$ cat config.mk
export PLATFORM = sky130hd
export DESIGN_NAME = perlane_tx_gearbox
export DESIGN_NICKNAME = d
export VERILOG_FILES = /design/src/rtl/perlane_tx_gearbox.sv
export SDC_FILE = /design/constraint.sdc
export NUM_CORES = 2
export LEC_CHECK = 0
export ABC_CLOCK_PERIOD_IN_PS = 5900
export BUFFER_PORTS_ARGS = -buffer_cell sky130_fd_sc_hd__buf_2
export CAP_MARGIN = 20
export CORE_ASPECT_RATIO = 1.25
export CORE_MARGIN = 4
export CORE_UTILIZATION = 40
export DETAILED_ROUTE_END_ITERATION = 6
export PLACE_DENSITY = 0.57
export SETUP_SLACK_MARGIN = 0.4
export SYNTH_ARGS = -nofsm -noshare
export SYNTH_HDL_FRONTEND = slang
export SYNTH_SLANG_ARGS = --single-unit
$ cat constraint.sdc
create_clock -name clk -period 5.9 [get_ports clk]
set_input_delay 0.885 -clock clk [delete_from_list [all_inputs] [get_ports clk]]
set_output_delay 0.885 -clock clk [all_outputs]
set_load 0.02 [all_outputs]
$ cat src/rtl/perlane_tx_gearbox.sv
// Per-lane TX gearbox: packs 4x(2-bit header + 64-bit block) beats into a
// shift buffer and drains it as a continuous stream of 64-bit SerDes words.
module perlane_tx_gearbox #(
   parameter int unsigned BUF_W = 640,
   parameter int unsigned OUT_W = 64
) (
   input  logic             clk,
   input  logic             reset_n,
   input  logic             in_enable,
   input  logic [255:0]     in_txdata,
   input  logic [7:0]       in_synchdr,
   input  logic             in_txdata_valid,
   output logic             out_idle,
   output logic [OUT_W-1:0] out_serdes_data,
   output logic             out_serdes_valid,
   output logic             out_overflow
);

   localparam int unsigned HDR_W    = 2;
   localparam int unsigned BLK_W    = 64;
   localparam int unsigned NBLK     = 4;
   localparam int unsigned SEG_W    = HDR_W + BLK_W;
   localparam int unsigned BEAT_W   = NBLK * SEG_W;
   localparam int unsigned FILL_W   = $clog2(BUF_W + 1);
   localparam int unsigned IDLE_MAX = BUF_W - 2 * BEAT_W;

   logic [BUF_W-1:0]  buf_q, buf_d;
   logic [FILL_W-1:0] fill_q, fill_d;
   logic [OUT_W-1:0]  data_q, data_d;
   logic              valid_q, valid_d;
   logic              idle_q, idle_d;
   logic              ovf_q, ovf_d;

   logic [BEAT_W-1:0] beat_packed;
   logic              pop;
   logic              push;
   logic [FILL_W-1:0] fill_base;
   logic [BUF_W-1:0]  buf_base;
   logic [BUF_W-1:0]  buf_ins;

   // Transmit order per block: header bit 0, header bit 1, then data LSB first.
   always_comb begin
      beat_packed = '0;
      for (int k = 0; k < int'(NBLK); k++) begin
         beat_packed[k*SEG_W +: HDR_W]         = in_synchdr[k*HDR_W +: HDR_W];
         beat_packed[k*SEG_W + HDR_W +: BLK_W] = in_txdata[k*BLK_W +: BLK_W];
      end
   end

   assign pop       = (fill_q >= FILL_W'(OUT_W));
   assign fill_base = pop ? (fill_q - FILL_W'(OUT_W)) : fill_q;
   assign buf_base  = pop ? (buf_q >> OUT_W) : buf_q;
   assign push      = in_txdata_valid &&
                      (((FILL_W+1)'(fill_base) + (FILL_W+1)'(BEAT_W)) <= (FILL_W+1)'(BUF_W));
   // Bits above the fill are always zero, so OR-ing the new beat in is safe.
   assign buf_ins   = BUF_W'(beat_packed) << fill_base;

   always_comb begin
      buf_d   = buf_q;
      fill_d  = fill_q;
      data_d  = data_q;
      valid_d = 1'b0;
      idle_d  = 1'b0;
      ovf_d   = ovf_q;
      if (in_enable) begin
         valid_d = pop;
         if (pop) begin
            data_d = buf_q[OUT_W-1:0];
         end
         buf_d  = push ? (buf_base | buf_ins) : buf_base;
         fill_d = push ? (fill_base + FILL_W'(BEAT_W)) : fill_base;
         if (in_txdata_valid && !push) begin
            ovf_d = 1'b1;
         end
         idle_d = (fill_d <= FILL_W'(IDLE_MAX));
      end else begin
         buf_d  = '0;
         fill_d = '0;
      end
   end

   always_ff @(posedge clk or negedge reset_n) begin
      if (!reset_n) begin
         buf_q   <= '0;
         fill_q  <= '0;
         data_q  <= '0;
         valid_q <= 1'b0;
         idle_q  <= 1'b0;
         ovf_q   <= 1'b0;
      end else begin
         buf_q   <= buf_d;
         fill_q  <= fill_d;
         data_q  <= data_d;
         valid_q <= valid_d;
         idle_q  <= idle_d;
         ovf_q   <= ovf_d;
      end
   end

   assign out_idle         = idle_q;
   assign out_serdes_data  = data_q;
   assign out_serdes_valid = valid_q;
   assign out_overflow     = ovf_q;

`ifdef PCS_SIM
   a_fill_max : assert property (@(posedge clk) disable iff (!reset_n)
      fill_q <= FILL_W'(BUF_W));
   a_fill_byte : assert property (@(posedge clk) disable iff (!reset_n)
      fill_q[2:0] == 3'd0);
   a_valid_src : assert property (@(posedge clk) disable iff (!reset_n)
      valid_q |-> ($past(fill_q) >= FILL_W'(OUT_W)));
`endif

endmodule

==> results.md <==
* Top cells by area, synth: dfrtp_1, mux2i_1, mux2_2
* Failing checks: design-rule violations
* Pin count of the biggest net entering global routing at 217
* Iter 0 DRT Violations at 7,239
* Vias at 48,899
* GR Layer Usage met3 at 0.120
* ANT nets after route at 0
* Fillcell total at 11,993
* Yosys cell types at 78
* WP data arrival at 5.29 ns
* CTS tree: done
* Post-synth top flop: dfrtp_1
* Synth async-reset ratio at 1.00
* TNS Setup at 0 ns
* Ys Warns at 0
* Clock sink count at 714
* # Post-CTS Setup Buffers at 0
* Max cap viols at 0
* Slew headroom at 0.110
* Area Overhead vs Synth at 12.5%
* Drt pass-1 iters at 7
* Reg2Reg Depth at 8
* GR Util met2 at 0.555
* GRT Resource Usage Total at 0.382
* Total grt overflow at 0
* Final nets at 5,301
* Setup CP Type: reg -> reg
* Yosys reg bits at 714
* Worst skew pair latency at 0.70 ns
* Post-synth EDFFs at 0
* Final hold vios at 0
* Drt total wl at 262,000 µm
* Row cnt at 145
* Die extent in y at 405 µm
* Clock Path Buffers at 3
* Fraction of layout cells with a size suffix above 1 at 0.225
* Final Skew at 0.0392 ns
* Post-DP HPWL at 182,000 µm
* Core Footprint at 125,000 µm²
* Hold_buf cts at 0
* First-pass GRT wire length at 365,000 µm
* Max Slew Vio Count at 0
* Post-synthesis cell count at 4,991
* Worst Path Required at 6.48 ns
* Ports at 335
* Residual DRC at 2
* Port Buffer Count at 334
* Unrepaired setup endpoints after global routing: false
* Syn_area_per_cell at 10.1 µm²
* Chip Width at 326 µm
* H-tree depth at 3
* Max Freq at 0.212 GHz
* Antenna violations before repair at 19
* Post_cts resized at 0
* R2R Setup Slk at 1.19 ns
* Routed WL per cell at 38.9 µm
* HP Class: in -> async
* Area leader, netlist: dfrtp_1
* Largest fanout on the critical path at 41
* Sequential area share after synthesis at 0.354
* Starting Density at 0.404
* Worst-Margin Slew at 1.34 ns
* Reg2reg end: buf_q[525]
* Die area at 132,000 µm²
* Root Buffer Master: clkbuf_16
* Period utilization at 0.799
* Reg-to-Reg Start: fill_q[5]
* Synth Net Count at 5,262
* Crit. End Element: register
* Min Tclk post-route at 4.71 ns
* CTS Buf Count at 82
* DR vias/cell at 7.27
* Placer Congestion at 1.07
* CTS clk-pin slew, worst paths at 0.06 ns
* GR Util met1 at 0.467
* Synth top area share at 0.354
* Most Crowded Layer GR: met2
* Status: finished, violations left
* Final-report setup violation count at 0
* Worst setup SP type: register
* Post-synthesis cell area at 50,500 µm²
* Vias in the first global route at 47,247
critical path, stage by stage, from the launching register on:
cell and delay [ns]:
dfrtp_4 0.70, buf_4 0.35, nand2b_2 0.85, o2bb2ai_1 0.11, a221oi_1 0.85, mux2i_1 0.25, mux2_2 0.35, o221ai_1 0.65
o211a_1 0.41
registers in the layout, indices dropped and copies added (netlist names):
name / cells
out_idle: 1
buf_q: 640
out_serdes_valid: 1
fill_q: 7
out_overflow: 1
out_serdes_data: 64
cells in the final DEF (no fill, tap or decap), types with 23 or more instances in the layout:
master     count
nor2_1       182
mux4_2       119
o21ai_0      209
o21a_1        29
nand4_1       26
a21oi_1      236
dfrtp_1      711
nand2_1      166
mux2i_1      918
nor3_1       100
a221oi_1      81
o22a_1        39
buf_2        333
o2bb2ai_1    121
nand3_1       36
buf_4        138
a31oi_1       23
buf_12        38
clkbuf_16     84
a211oi_1      85
mux2_2       299
a2bb2oi_1     63
a22o_1        53
o22ai_1      479
a22oi_1      143
a222oi_1      25
how the worst max path moves through the flow:
stage          slack [ns]  startpoint         end  cells after the start
6_report             1.19   fill_q[5]  buf_q[525]                      8
5_1_grt              1.20   fill_q[6]  buf_q[525]                     11
4_1_cts              1.60   fill_q[4]  buf_q[525]                      9
3_5_place_dp         1.59   fill_q[4]  buf_q[525]                      9
3_3_place_gp         1.62   fill_q[4]  buf_q[525]                      9
2_1_floorplan        2.12   fill_q[4]   buf_q[31]                     17
synth_stat cells, types with 9 or more instances:
master,n
mux2_2,299
o21bai_1,11
dfrtp_1,714
a22o_1,53
nand3_1,37
a21o_1,10
inv_1,13
a2111oi_0,10
a2bb2oi_1,63
o32ai_1,17
buf_1,56
nor4_1,21
o22ai_1,479
nor2_1,187
buf_2,120
o22a_1,39
nor3_1,103
clkbuf_1,367
o211a_1,21
a21oi_1,237
a221oi_1,81
o21ai_0,215
a222oi_1,25
o21a_1,29
and2_1,17
mux4_2,119
nand4_1,26
a211oi_1,93
mux2i_1,918
nand2_1,169
buf_4,17
a22oi_1,143
o2bb2ai_1,121
a221o_1,9
a31oi_1,23
routing by layer:
| layer | wire length [µm] | part of all wire |
|---|---|---|
| met1 | 95000 | 0.36 |
| met2 | 109000 | 0.42 |
| met3 | 31500 | 0.12 |
| met4 | 26200 | 0.10 |
| met5 | 37 | 0.00014 |
final cells by class:
cell class              count  area, µm²  share of cell area
diodes                     18       45.0            0.000792
clock buffers             108       2290              0.0403
clock inverters            38        463             0.00814
inverters                  15       66.3             0.00117
multi-input cells        3702      30600               0.537
flip-flops and latches    714      17900               0.315
well taps                1617       2020              0.0356
repair buffers            515       3520              0.0620
logic make-up (layout without fill, tap and decap cells):
logic type,count (synthesis),in the layout,synth area share
AO/OA/AOI/OAI,1753,1753,0.241
multiplexers,1336,1336,0.302
flip-flops,714,714,0.354
AND/OR/NAND/NOR,605,605,0.0551
buffers and inverters,575,676,0.0469
XOR/XNOR,5,5,0.000867
adder cells (fa/ha/maj),3,3,0.000743
other,0,18,0
per-stage QoR:
| step | hold slack, ns | setup WS (ns) | util | cell area (µm²) | cells |
|---|---|---|---|---|---|
| floorplan | 0.439 | 2.12 | - | 50500 | 4991 |
| global route | 0.303 | 1.20 | 0.454 | 56800 | 6715 |
| global placement | 0.468 | 1.62 | 0.431 | 54000 | 6558 |
| finish | 0.251 | 1.19 | 0.454 | 56800 | 6727 |
| detailed placement | 0.470 | 1.59 | 0.431 | 54000 | 6559 |
| CTS | 0.301 | 1.60 | 0.453 | 56800 | 6705 |
Power is left out: the tool's default activity adds up to more than one toggle a clock period on the data nets, which glitch-free logic cannot reach.
